==> config.mk <==
export PLATFORM = sky130hd
export DESIGN_NAME = wb_regfile
export DESIGN_NICKNAME = d
export VERILOG_FILES = /design/src/rtl/wb_regfile.sv
export SDC_FILE = /design/constraint.sdc
export NUM_CORES = 2
export LEC_CHECK = 0
export CAP_MARGIN = 15
export CORE_MARGIN = 1
export CORE_UTILIZATION = 55
export DETAILED_ROUTE_END_ITERATION = 8
export PLACE_DENSITY = 0.82
export SYNTH_ARGS = -nofsm -noshare
export SYNTH_HDL_FRONTEND = slang
export SYNTH_SLANG_ARGS = --single-unit
==> constraint.sdc <==
create_clock -name CLK -period 2.25 [get_ports CLK]
set_input_delay 0.225 -clock CLK [delete_from_list [all_inputs] [get_ports CLK]]
set_output_delay 0.225 -clock CLK [all_outputs]
set_load 0.005 [all_outputs]
==> src/rtl/wb_regfile.sv <==
// Write-back stage register file: write-data mux, 2^ADDR_W x DATA_W registers,
// last-write record for forwarding and a commit counter. Define WB_BYPASS_EN for same-cycle read bypass.
module wb_regfile #(
  parameter int DATA_W = 32,
  parameter int ADDR_W = 5
) (
  input  logic              CLK,
  input  logic              RST,
  input  logic              RegWrite_in,
  input  logic              MemtoReg_in,
  input  logic [DATA_W-1:0] Alu_result,
  input  logic [DATA_W-1:0] Read_data,
  input  logic [ADDR_W-1:0] MUX_destination,
  input  logic [ADDR_W-1:0] Read_reg1,
  input  logic [ADDR_W-1:0] Read_reg2,
  output logic [DATA_W-1:0] Read_data1,
  output logic [DATA_W-1:0] Read_data2,
  output logic [DATA_W-1:0] Write_data_out,
  output logic              Last_valid,
  output logic [ADDR_W-1:0] Last_dest,
  output logic [DATA_W-1:0] Last_data,
  output logic [31:0]       Wb_count
);

  localparam int NREG = 1 << ADDR_W;

  logic [DATA_W-1:0] regs_q [NREG];
  logic              lastValid_q, lastValid_d;
  logic [ADDR_W-1:0] lastDest_q, lastDest_d;
  logic [DATA_W-1:0] lastData_q, lastData_d;
  logic [31:0]       wbCount_q, wbCount_d;
  logic              commit;

  assign Write_data_out = MemtoReg_in ? Read_data : Alu_result;
  assign commit = !RST && RegWrite_in && (MUX_destination != '0);

  always_comb begin
    lastValid_d = commit;
    lastDest_d  = lastDest_q;
    lastData_d  = lastData_q;
    wbCount_d   = wbCount_q;
    if (commit) begin
      lastDest_d = MUX_destination;
      lastData_d = Write_data_out;
      wbCount_d  = wbCount_q + 32'd1;
    end
  end

  always_ff @(posedge CLK) begin
    if (RST) begin
      for (int i = 0; i < NREG; i++) regs_q[i] <= '0;
      lastValid_q <= 1'b0;
      lastDest_q  <= '0;
      lastData_q  <= '0;
      wbCount_q   <= '0;
    end else begin
      if (commit) regs_q[MUX_destination] <= Write_data_out;
      lastValid_q <= lastValid_d;
      lastDest_q  <= lastDest_d;
      lastData_q  <= lastData_d;
      wbCount_q   <= wbCount_d;
    end
  end

  // Index 0 is hard-wired to zero regardless of what the array holds.
  always_comb begin
    Read_data1 = (Read_reg1 == '0) ? '0 : regs_q[Read_reg1];
    Read_data2 = (Read_reg2 == '0) ? '0 : regs_q[Read_reg2];
`ifdef WB_BYPASS_EN
    if (commit && (Read_reg1 == MUX_destination)) Read_data1 = Write_data_out;
    if (commit && (Read_reg2 == MUX_destination)) Read_data2 = Write_data_out;
`else
`endif
  end

  assign Last_valid = lastValid_q;
  assign Last_dest  = lastDest_q;
  assign Last_data  = lastData_q;
  assign Wb_count   = wbCount_q;

endmodule

==> impl_metrics.json <==
{
  "track_usage": 0.365,
  "place_congestion": 0.952,
  "grt_start_max_net_pins": 99,
  "hold_depth": 3,
  "p_per_area_nw_per_um2": 733,
  "placed_cells": 5608,
  "max_freq_mhz": 348,
  "grt_overflow": 0,
  "firstDrtPassIters": 6,
  "synth_top_family_by_area": "multiplexers",
  "synthFlopType": "edfxtp_1",
  "ant_nets": 0,
  "cts_buffers": 109,
  "cts.clk_slew.worst_paths_ns": 0.06,
  "instances_no_fill": 5831,
  "synth-compound-area-share": 0.0322,
  "drtIter0Drc": 7429,
  "setup_ws_ns": -0.627,
  "wl_per_cell_um": 32.6,
  "num_io_pins": 249,
  "slew_viol_final": 0,
  "final_util": 0.693,
  "clockRootBuffer": "clkbuf_16",
  "cts.sinks": 1094,
  "drc": 0,
  "clock_path_buffers": 3,
  "min_period_ns": 2.88,
  "maxCapViolations": 0,
  "required_ns": 2.03,
  "synth_xor_area_frac": 0.00474,
  "fp.dieH_um": 320,
  "hold_slack_ns": 0.0341,
  "fp.coreArea_um2": 100000,
  "synth_seq_area_share": 0.580,
  "hold_viol_final": 0,
  "place_hpwl_mm": 122,
  "yosys.area_share.simple": 0.0953,
  "synthMuxAreaShare": 0.251,
  "worst-path-max-fanout": 2,
  "yosys_warnings": 0,
  "relSlewSlack": 0.230,
  "wl_met1_mm": 56.4,
  "via_per_inst": 7.07,
  "die_w_um": 320,
  "rows": 116,
  "skew_ns": 0.00972,
  "cp-end-kind": "output pin",
  "fin_crit_sh": 1.28,
  "finalSetupViolations": 115,
  "antenna_found_initial": 4,
  "leakage_nw": 24.7,
  "hp-start": "RST",
  "r2r-start": "Wb_count[3]",
  "synthAdderAreaFrac": 0.000226,
  "syn-instance-count": 3890,
  "syn_area_um2": 55400,
  "ir_worst_vdd_mv": 0.624,
  "holdPathEnd": "Last_dest[1]",
  "final_nets": 4523,
  "cts_tree": "done",
  "hp-class": "in2reg",
  "start_util": 0.554,
  "synth.distinct_cells": 50,
  "grt_pass1_wl_mm": 269,
  "avgSynthCellArea_um2": 14.3,
  "ys_async_sr_fraction": 0,
  "numPortBuffers": 248,
  "cts_max_level": 3,
  "area_delta_synth_final_pct": 24.9,
  "met2WireLength_mm": 88.8,
  "critPathArrivalTime_ns": 2.65,
  "grt_pass1_vias": 41673,
  "clock_latency_ns": 0.70,
  "maxUsedRoutingLayer": "met5",
  "wl_met3_mm": 29.5,
  "worst_slew_pin_slew_ns": 1.15,
  "synth_edf_count": 1024,
  "r2r_end": "Wb_count[21]",
  "die_area_um2": 102000,
  "layout-drive-gt1-share": 0.375,
  "cts_hold_buf": 0,
  "total_power_mw": 50.8,
  "startpoint_type": "register",
  "path_class": "reg2out",
  "regToRegSetupSlack_ns": 0.26,
  "rr_worst_depth": 5,
  "violations": "setup timing",
  "setup_tns_ns": -30.16,
  "via_count": 41203,
  "drt-total-wl_mm": 190,
  "status": "finished, violations left",
  "synth.ff_latch_count": 1094,
  "grt_setup_unrepaired": "true"
}
-- routing by layer --
layer | track usage | up-vias
met3 | 0.114 | 950
met4 | 0.253 | 6
li1 | - | 15856
met2 | 0.572 | 4303
met5 | 0 | -
met1 | 0.433 | 20088
-- how the worst max path moves through the flow --
stage | startpoint | end | slack [ns]
floorplan | RST | regs_q[12][0] | 0.03
global placement | Read_reg1[0] | Read_data1[0] | -0.69
detailed placement | Read_reg1[0] | Read_data1[0] | -0.70
CTS | regs_q[22][12] | Read_data2[12] | -0.57
global route | regs_q[4][13] | Read_data1[13] | -0.65
finish | regs_q[21][6] | Read_data1[6] | -0.63
-- cells in the final DEF (no fill, tap or decap), types with 12 or more instances in the layout --
cell | Yosys | routed
o21ai_2 | 0 | 20
conb_1 | 1 | 32
a31oi_4 | 0 | 18
mux2i_4 | 0 | 51
xnor2_1 | 25 | 25
a21oi_1 | 82 | 43
edfxtp_1 | 1024 | 1024
nor2_2 | 0 | 12
mux4_2 | 512 | 512
buf_2 | 71 | 54
clkbuf_16 | 0 | 111
a221oi_2 | 0 | 15
nand2b_2 | 0 | 31
clkbuf_1 | 267 | 17
a31oi_1 | 47 | 19
buf_4 | 40 | 399
clkinv_1 | 0 | 14
nand2_1 | 94 | 94
clkdlybuf4s50_1 | 0 | 172
nor3_1 | 13 | 13
a21oi_2 | 0 | 30
o21ai_1 | 28 | 24
a22oi_1 | 50 | 40
buf_6 | 16 | 29
buf_12 | 0 | 153
mux2_2 | 111 | 77
nor2_1 | 1050 | 1038
mux2_4 | 0 | 34
mux2i_1 | 113 | 50
inv_1 | 36 | 36
mux2i_2 | 0 | 12
nand3b_1 | 33 | 33
o21ai_0 | 72 | 34
clkinv_2 | 0 | 25
o21ai_4 | 1 | 23
dfxtp_1 | 70 | 70
-- synth_stat cells, types with 2 or more instances --
cell,count,area share
a21oi_1,82,0.0074
a221oi_1,17,0.0027
a22oi_1,50,0.0068
a31oi_1,47,0.0053
and2_1,2,0.00023
and3_1,3,0.00034
and4_1,2,0.00032
and4_2,2,0.00036
buf_1,12,0.00081
buf_2,71,0.0064
buf_4,40,0.0054
buf_6,16,0.0032
clkbuf_1,267,0.018
dfxtp_1,70,0.025
edfxtp_1,1024,0.55
inv_1,36,0.0024
mux2_2,111,0.023
mux2i_1,113,0.020
mux4_2,512,0.21
nand2_1,94,0.0064
nand2b_1,36,0.0041
nand3_1,9,0.00081
nand3b_1,33,0.0045
nand4_1,6,0.00068
nor2_1,1050,0.071
nor2b_1,7,0.00079
nor3_1,13,0.0012
nor3b_1,3,0.00041
nor4_1,8,0.00090
nor4_2,5,0.0011
o21ai_0,72,0.0065
o21ai_1,28,0.0025
or2_2,3,0.00034
or4_4,2,0.00041
xnor2_1,25,0.0039
xor2_1,5,0.00079
-- power breakdown --
group          switching [mW]  internal [mW]  total, mW
Clock                    8.13           10.2       18.3
Sequential              0.654           23.3       24.0
Combinational            4.44           4.02       8.46
Total                    13.2           37.5       50.8
-- area by class of cell --
type | instances | area [µm²]
Multi-Input combinational cell | 2383 | 23400
Timing Repair Buffer | 814 | 8470
Tap cell | 1298 | 1620
Sequential cell | 1094 | 32200
Fill cell | 5865 | 30700
Clock buffer | 130 | 2870
Inverter | 37 | 139
Clock inverter | 73 | 654
Antenna cell | 2 | 5.00
-- flip-flops by register name, summed over array words and instances (netlist names) --
register,flops
Last_valid,1
Last_dest,5
Wb_count,32
regs_q,1024
Last_data,32
-- metrics by stage --
stage               area, µm²  setup slack [ns]
finish                  69300            -0.627
global route            69300            -0.653
floorplan               55600            0.0258
detailed placement      64300            -0.701
CTS                     68600            -0.568
global placement        64300            -0.695
-- cells by family after synthesis --
group / count (synthesis)
flops: 1094
buf+inv: 444
xor+xnor: 30
compound gates: 300
other cells: 1
fa+ha+maj: 1
mux: 736
simple gates: 1284
-- worst max-delay path: stages, from the launching register on --
cell and delay [ns]:
edfxtp_1 0.47, mux4_2 0.53, mux2i_1 0.19, nor2_1 0.09
a221oi_2 0.30, a21oi_2 0.16, buf_2 0.19
-- repair_timing --
action | in CTS | in global routing
setup buffers | 19 | 10
pin swaps | 38 | 41
hold endpoints to repair | 0 | 0
endpoints found under the setup margin | 64 | 64
resized for setup | 492 | 106
Power figures use the tool's default switching activity.
